`config.mk`:
```
export PLATFORM = sky130hd
export DESIGN_NAME = cdb_arbiter
export DESIGN_NICKNAME = d
export VERILOG_FILES = /design/src/rtl/cdb_arbiter_pkg.sv /design/src/rtl/cdb_arbiter_rr_arbiter.sv /design/src/rtl/cdb_arbiter.sv
export SDC_FILE = /design/constraint.sdc
export NUM_CORES = 1
export LEC_CHECK = 0
export ABC_AREA = 1
export BUFFER_PORTS_ARGS = -buffer_cell sky130_fd_sc_hd__clkbuf_2
export CAP_MARGIN = 5
export CORE_ASPECT_RATIO = 1.25
export CORE_MARGIN = 2
export CORE_UTILIZATION = 46
export CTS_BUF_LIST = sky130_fd_sc_hd__clkbuf_4
export DETAILED_ROUTE_END_ITERATION = 10
export PLACE_DENSITY = 0.69
export SLEW_MARGIN = 15
export SYNTH_ARGS = -nofsm -noshare
export SYNTH_HDL_FRONTEND = slang
export SYNTH_SLANG_ARGS = --single-unit
```
`constraint.sdc`:
```
create_clock -name clock -period 2.62 [get_ports clock]
set_input_delay 0.524 -clock clock [delete_from_list [all_inputs] [get_ports clock]]
set_output_delay 0.524 -clock clock [all_outputs]
set_load 0.01 [all_outputs]
```
`src/rtl/cdb_arbiter_pkg.sv`:
```
// Shared definitions for the CDB arbiter: FU count, tag width, CDB packet types
// and the round-robin pointer advance.
package cdb_arbiter_pkg;

    localparam int NUM_FU   = 5;
    localparam int T_W      = 6;
    localparam int FU_IDX_W = (NUM_FU > 1) ? $clog2(NUM_FU) : 1;

    // Functional unit order; index i of every fu_* vector is this list's entry i.
    typedef enum logic [FU_IDX_W-1:0] {
        FU_ALU0   = 3'd0,
        FU_ALU1   = 3'd1,
        FU_MULT   = 3'd2,
        FU_LOAD   = 3'd3,
        FU_BRANCH = 3'd4
    } FU_LIST_e;

    typedef struct packed {
        logic              valid;
        logic [T_W-1:0]    T_idx;
        logic [NUM_FU-1:0] fu_onehot;
    } CDB_PACKET_t;

    typedef struct packed {
        logic [NUM_FU-1:0]     fu_valid;
        logic [NUM_FU*T_W-1:0] fu_T;
    } CDB_ARB_IN_t;

    typedef struct packed {
        logic [NUM_FU-1:0] fu_ready;
        CDB_PACKET_t       cdb;
    } CDB_ARB_OUT_t;

    // Pointer moves one past the winner, wrapping at the last FU.
    function automatic logic [FU_IDX_W-1:0] next_ptr(input logic [FU_IDX_W-1:0] w);
        return (w == FU_IDX_W'(NUM_FU - 1)) ? '0 : w + 1'b1;
    endfunction

endpackage

```
`src/rtl/cdb_arbiter_rr_arbiter.sv`:
```
// Combinational round-robin arbiter. The request vector is doubled and the
// copy below ptr is masked off, so the lowest remaining set bit is the first
// requester at or after ptr, wrapping through the upper copy.
module rr_arbiter #(
    parameter  int N  = 5,
    localparam int PW = (N > 1) ? $clog2(N) : 1
) (
    input  logic [N-1:0]  req,
    input  logic [PW-1:0] ptr,
    output logic [N-1:0]  grant,
    output logic [PW-1:0] winner
);

    logic [2*N-1:0] mask;
    logic [2*N-1:0] req_dbl;
    logic           found;

    generate
        for (genvar gi = 0; gi < 2*N; gi++) begin : g_mask
            assign mask[gi] = (gi >= int'(ptr));
        end
    endgenerate

    assign req_dbl = {req, req} & mask;

    // Lowest set bit of the masked doubled vector, folded back to an FU index.
    always_comb begin
        found  = 1'b0;
        winner = '0;
        grant  = '0;
        for (int k = 0; k < 2*N; k++) begin
            if (!found && req_dbl[k]) begin
                found  = 1'b1;
                winner = PW'(k % N);
            end
        end
        if (found) begin
            grant = {{(N-1){1'b0}}, 1'b1} << winner;
        end
    end

endmodule

```
`src/rtl/cdb_arbiter.sv`:
```
// Common Data Bus arbiter: one holding slot per FU, round-robin grant of one
// slot per cycle, registered broadcast of the winning tag.
module cdb_arbiter
    import cdb_arbiter_pkg::*;
(
    input  logic                  clock,
    input  logic                  reset,
    input  logic                  en,
    input  logic                  flush,
    input  logic [NUM_FU-1:0]     fu_valid,
    input  logic [NUM_FU*T_W-1:0] fu_T,
    output logic [NUM_FU-1:0]     fu_ready,
    output logic                  cdb_valid,
    output logic [T_W-1:0]        cdb_T,
    output logic [NUM_FU-1:0]     cdb_fu
);

    logic [NUM_FU-1:0]   hold_v;
    logic [NUM_FU-1:0]   hold_v_next;
    logic [T_W-1:0]      hold_T      [NUM_FU];
    logic [T_W-1:0]      hold_T_next [NUM_FU];
    logic [FU_IDX_W-1:0] rr_ptr;
    logic [NUM_FU-1:0]   grant;
    logic [FU_IDX_W-1:0] winner;
    logic [NUM_FU-1:0]   accept;
    CDB_PACKET_t         cdb_reg;

    rr_arbiter #(.N(NUM_FU)) u_rr (
        .req    (hold_v),
        .ptr    (rr_ptr),
        .grant  (grant),
        .winner (winner)
    );

    // A granted slot empties this cycle, so it may take a new tag at the same edge.
    // Reset is folded in so producers see no ready while it is asserted.
    assign fu_ready = {NUM_FU{reset & en & ~flush}} & (~hold_v | grant);
    assign accept   = fu_valid & fu_ready;

    generate
        for (genvar gi = 0; gi < NUM_FU; gi++) begin : g_slot
            assign hold_v_next[gi] = accept[gi] | (hold_v[gi] & ~grant[gi]);
            assign hold_T_next[gi] = accept[gi] ? fu_T[gi*T_W +: T_W] : hold_T[gi];
        end
    endgenerate

    // Holding slots: load on accept, drain on grant, squash on flush, freeze when en is low.
    always_ff @(posedge clock or negedge reset) begin
        if (!reset) begin
            hold_v <= '0;
            for (int i = 0; i < NUM_FU; i++) hold_T[i] <= '0;
        end else if (en) begin
            hold_v <= flush ? '0 : hold_v_next;
            for (int i = 0; i < NUM_FU; i++) hold_T[i] <= hold_T_next[i];
        end
    end

    // Round-robin pointer and registered CDB broadcast of the winner.
    always_ff @(posedge clock or negedge reset) begin
        if (!reset) begin
            rr_ptr  <= '0;
            cdb_reg <= '0;
        end else if (en) begin
            if (flush) begin
                rr_ptr            <= '0;
                cdb_reg.valid     <= 1'b0;
                cdb_reg.fu_onehot <= '0;
            end else begin
                if (|grant) rr_ptr <= next_ptr(winner);
                cdb_reg.valid     <= |grant;
                cdb_reg.T_idx     <= hold_T[winner];
                cdb_reg.fu_onehot <= grant;
            end
        end
    end

    assign cdb_valid = cdb_reg.valid;
    assign cdb_T     = cdb_reg.T_idx;
    assign cdb_fu    = cdb_reg.fu_onehot;

endmodule
```
After elaboration in Yosys (flattened, before gate mapping)
Index checks and enable logic that the tools add are counted.
{ "word_totals": {"regBits": 50, "output_inout_bits": 17} }
{ "op_classes": {"add_sub_neg": 1, "magnitude_cmp": 8, "n_eq_ne": 1, "n_shift": 1, "muxes": 29, "n_bitwise": 24, "n_reduce_logical": 27} }
{ "op_table": {"columns": ["op", "n"], "rows": [
  ["$mux 3", 9],
  ["$bmux 6 s3", 1],
  ["$mux 5", 3],
  ["$reduce_and 2->1", 7],
  ["$mux 1", 12],
  ["$mux 6", 2],
  ["$and 10x10->10", 1],
  ["$and 5x5->5", 2],
  ["$ge 3x3->1 const A", 3],
  ["$logic_and 1x1->1", 9],
  ["$logic_not 1->1", 9],
  ["$and 1x1->1", 7],
  ["$ge 1x3->1 const A", 2],
  ["$ge 2x3->1 const A", 2],
  ["$not 1->1", 6],
  ["$not 5->5", 1],
  ["$or 1x1->1", 5],
  ["$or 5x5->5", 1],
  ["$reduce_or 5->1", 1],
  ["$shl 1x3->5 const A", 1],
  ["$ge 4x4->1 const B", 1],
  ["$mux 2", 2],
  ["$not 3->4", 1],
  ["$add 3x1->3 const B", 1],
  ["other kinds (2)", 2]
]} }

Logic depth before layout (Yosys ltp)
{ "depth": {"ltp_word": 37, "depth_mapped": 19} }

Modules after synthesis
A second synthesis with hierarchy kept.
{ "hier_totals": {"hier_cells": 366, "hier_area_um2": 2934.1} }
{ "modules_own_cells": {"columns": ["module", "n_inst", "cells_each", "area_each_um2", "seq_area_each_um2"], "rows": [
  ["cdb_arbiter", 1, 314, 2642.5, 1251.2],
  ["rr_arbiter", 1, 52, 291.5, 0.0]
]} }

Worst setup path before layout
Ideal clock, no wire load.
{ "synth_timing": {"kind": "register -> output", "from": "register rr_ptr[1]", "to": "output port fu_ready[0]", "arrival_time_ns": 1.995, "t_required_ns": 2.096, "slack_ns": 0.101, "path_stages_with_launch": 14, "path_buffers": 1, "cell_sequence": "dfrtp_1 nor2_1 nand2_1 nand2_1 nor2_2 nand4_1 nor2_2 nand2_2 nand2_2 buf_4 inv_1 ha_1 nand3_1 a21oi_2"} }
{ "synth_via": {"elab_chain_cells": 34} }
{ "synth_rtl": {"columns": ["element", "line_no", "source"], "rows": [
  ["from (decl)", "cdb_arbiter.sv:22", "logic [FU_IDX_W-1:0] rr_ptr;"],
  ["from (signal assigned)", "cdb_arbiter.sv:69", "if (|grant) rr_ptr <= next_ptr(winner);"],
  ["$ge 1x3->1", "cdb_arbiter_rr_arbiter.sv:20", "assign mask[gi] = (gi >= int'(ptr));"],
  ["$and 10x10->10 (*)", "cdb_arbiter_rr_arbiter.sv:24", "assign req_dbl = {req, req} & mask;"],
  ["$mux 1", "cdb_arbiter_rr_arbiter.sv:32", "if (!found && req_dbl[k]) begin"],
  ["$logic_not 1->1", "cdb_arbiter_rr_arbiter.sv:32", null],
  ["$logic_and 1x1->1", "cdb_arbiter_rr_arbiter.sv:32", null],
  ["$mux 1", "cdb_arbiter_rr_arbiter.sv:32", null],
  ["$logic_not 1->1", "cdb_arbiter_rr_arbiter.sv:32", null],
  ["$logic_and 1x1->1", "cdb_arbiter_rr_arbiter.sv:32", null],
  ["(+18 left out)", null, null],
  ["$mux 1", "cdb_arbiter_rr_arbiter.sv:32", null],
  ["$logic_not 1->1", "cdb_arbiter_rr_arbiter.sv:32", null],
  ["$logic_and 1x1->1", "cdb_arbiter_rr_arbiter.sv:32", null],
  ["$mux 3", "cdb_arbiter_rr_arbiter.sv:32", null],
  ["$shl 1x3->5", "cdb_arbiter_rr_arbiter.sv:38", "grant = {{(N-1){1'b0}}, 1'b1} << winner;"],
  ["$mux 5 (*)", "cdb_arbiter_rr_arbiter.sv:37", "if (found) begin"],
  ["$or 5x5->5 (*)", "cdb_arbiter.sv:37", "assign fu_ready = {NUM_FU{reset & en & ~flush}} & (~hold_v | grant);"],
  ["$and 5x5->5 (*)", "cdb_arbiter.sv:37", null],
  ["to (decl)", "cdb_arbiter.sv:12", "output logic [NUM_FU-1:0] fu_ready,"]
]} }
Every way passes the cells marked *; elsewhere a longest branch is shown, timed or not.

Final worst setup path
{ "layout_timing": {"from": "register rr_ptr[1]", "to": "output port fu_ready[1]"} }
The elaborated chain is that of the path after synthesis.

==> results.tsv <==
metric	value	unit
path_clk_slew	0.14	ns
wire_per_inst	14.6	um
drive_gt1_frac	0.343	
fin_crit_sh	1.11	
p_leak	1.87	nW
synthDominantCellAreaShare	0.469	
critPathMaxFanout	6	
dieWidth	72.1	um
slew_headroom	0.583	
boundaryPins	56	
p_seq_frac	0.420	
die-area	6420	um2
nNetsFinal	469	
cts_hold_buf	0	
routed_wl	7.19	mm
die_h	89.1	um
status	finished, violations left	
synth_cells	338	
cts_buffer_depth	2	
antenna_found_initial	0	
cp_data_arrival_time	2.39	ns
htreeDepth	2	
post-route-min-period	2.91	ns
reg2reg_from	rr_ptr[1]$_DFFE_PN0P_	
swShare	0.350	
rrSetupSlack	0.07	ns
setup_viol	5	
reg2reg_to	hold_T[29]$_DFFE_PN0P_	
core_area	5700	um2
synth_cell_type_count	26	
gp_congestion	0.920	
syn_to_final_growth	32.1	%
reg2reg_depth	18	
gr-total-overflow	0	
power_density	705	nW/um2
yosysSeqAreaShare	0.469	
ys.flop_type	dfrtp_1	
final_antenna_net_count	0	
worst_pin_slew	0.625	ns
whs	0.260	ns
fmaxAchievable	343	MHz
drc	0	
initialDrtViolationCount	250	
hold_viol	0	
async_flop_share	1.00	
power.share.combinational	0.364	
synth-edff-count	0	
yosysWarningCount	0	
yosys-top-cells-count	nand2_1 (78), dfrtp_1 (50), inv_1 (43), nand3_1 (39), a21oi_1 (34)	
num_antenna_cells	0	
drv_cap	0	
synth.most_common_cell	nand2_1	
critical_path_class	flop to primary output	
power.switching	0.869	mW
ctsRootBufferMaster	clkbuf_4	
synth_area	2670	um2
peakVddDrop	347	uV
firstDrtPassIters	4	
synthTopCellsByArea	dfrtp_1 (47%), nand2_1 (11%), nand3_1 (7.3%)	
slew_violations	0	
port_buffers	55	
grt_pass1_vias	2644	
row_count	31	
failed_checks	setup timing	
fin_skew	0.0102	ns
start_util	0.467	
clock-sinks	50	
p_int	1.61	mW
timing.final.ws_setup	-0.294	ns
cts_tree	done	
grt_pass1_wl	11.9	mm
synth_seq_cells	50	
min_path_type	input port to asynchronous set/reset pin	
place_ws	-0.0130	ns
cp-end-kind	primary output	
track_usage	0.241	
p_clk_frac	0.216	
rsz0062_at_grt	true	
grt_max_degree	51	
cts_buffers	5	
cp.required	2.10	ns
synth_nets	382	
post-dp-hpwl	4.98	mm
vias	2573	
insertion_delay	0.36	ns
yosys.area.top_type	dfrtp_1	
cp-start-kind	flop	
syn_avg_cell_area	7.88	um2
via_per_inst	5.23	
fillers	494	
[worst max-delay path by stage]
stage               slack, ns     endpoint  cells after the start                  start
floorplan                0.10  fu_ready[0]                     13  rr_ptr[1]$_DFFE_PN0P_
global placement         0.09  fu_ready[3]                     13  rr_ptr[1]$_DFFE_PN0P_
detailed placement      -0.01  fu_ready[3]                     13  rr_ptr[1]$_DFFE_PN0P_
CTS                     -0.28  fu_ready[3]                     13  rr_ptr[1]$_DFFE_PN0P_
global route            -0.45  fu_ready[3]                     13  rr_ptr[1]$_DFFE_PN0P_
finish                  -0.29  fu_ready[1]                     13  rr_ptr[1]$_DFFE_PN0P_
[layout by cell type (no fill, tap or decap), types with 2 or more instances in the layout]
master / synthesis / final
nand4_1: 3 / 3
buf_2: 3 / 2
inv_2: 2 / 6
nand2_2: 5 / 5
nor2_1: 31 / 29
a21oi_1: 34 / 32
ha_4: 0 / 3
buf_4: 3 / 34
clkbuf_4: 0 / 5
nand2_8: 0 / 2
nor2_2: 4 / 3
a21oi_4: 1 / 2
nand3_1: 39 / 35
o22ai_1: 9 / 9
nand3_2: 2 / 5
inv_1: 43 / 38
o21ai_0: 5 / 5
bufinv_16: 0 / 2
a22oi_1: 4 / 4
nand2_4: 1 / 4
dfrtp_1: 50 / 45
dfrtp_2: 0 / 5
nand3b_1: 5 / 5
o21ai_4: 1 / 2
a21oi_2: 2 / 3
clkbuf_2: 0 / 53
nor2_4: 0 / 3
nand2_1: 78 / 73
[sequential cells by signal, summed over array words and instances (netlist names)]
| register | count |
|---|---|
| cdb_T | 6 |
| cdb_fu | 5 |
| hold_v | 5 |
| rr_ptr | 3 |
| hold_T | 30 |
| cdb_valid | 1 |
[worst max-delay path, stage by stage (launching register included)]
cell      delay [ns]
dfrtp_2         0.51
nor2_4          0.12
nand2_1         0.07
nand2_1         0.12
nor2_4          0.05
nand4_1         0.10
nor2_2          0.06
nand2_2         0.13
nand3b_4        0.13
inv_2           0.12
ha_2            0.20
nand3_2         0.10
a21oi_2         0.15
clkbuf_2        0.16
[cell families after synthesis]
kind of cell,share of synthesized area
compound gates,0.131
simple gates,0.293
fa+ha+maj,0.0235
flops,0.469
buf+inv,0.0831
[per-layer routing]
| layer | part of all wire | global-route usage |
|---|---|---|
| met5 | 0 | 0 |
| met1 | 0.38 | 0.284 |
| met3 | 0.044 | 0.0406 |
| met2 | 0.54 | 0.419 |
| met4 | 0.038 | 0.130 |
[repair_timing]
action	4_1_cts	5_1_grt
gates resized for setup	31	17
pin swaps	11	9
setup buffers	16	7
setup endpoints to repair	5	31
[power groups by stage]
stage,Combinational (mW),Sequential [mW],Clock (mW)
detailed placement,0.721,1.04,0
CTS,0.833,1.04,0.547
global route,1.01,1.06,0.581
floorplan,0.467,1.04,0
global placement,0.708,1.03,0
finish,0.905,1.04,0.536
[stage by stage]
| step | utilization | TNS [ns] | cell area [um2] | power, mW | cells |
|---|---|---|---|---|---|
| 4_1_cts | 0.597 | -1.17 | 3400 | 2.42 | 485 |
| 3_5_place_dp | 0.537 | -0.0130 | 3060 | 1.76 | 461 |
| 5_1_grt | 0.618 | -2.92 | 3520 | 2.65 | 492 |
| 3_3_place_gp | 0.537 | 0 | 3060 | 1.74 | 461 |
| 2_1_floorplan | - | 0 | 2670 | 1.51 | 338 |
| 6_report | 0.618 | -1.41 | 3520 | 2.48 | 492 |
[area by class of cell]
| class | count | area [um2] | area share |
|---|---|---|---|
| clock buffers | 5 | 37.5 | 0.0107 |
| clock inverters | 3 | 63.8 | 0.0181 |
| inverters | 45 | 171 | 0.0487 |
| multi-input cells | 233 | 1370 | 0.388 |
| flip-flops and latches | 50 | 1260 | 0.357 |
| well taps | 66 | 82.6 | 0.0235 |
| repair buffers | 90 | 542 | 0.154 |
No activity file was read; power rests on OpenSTA's default activity.
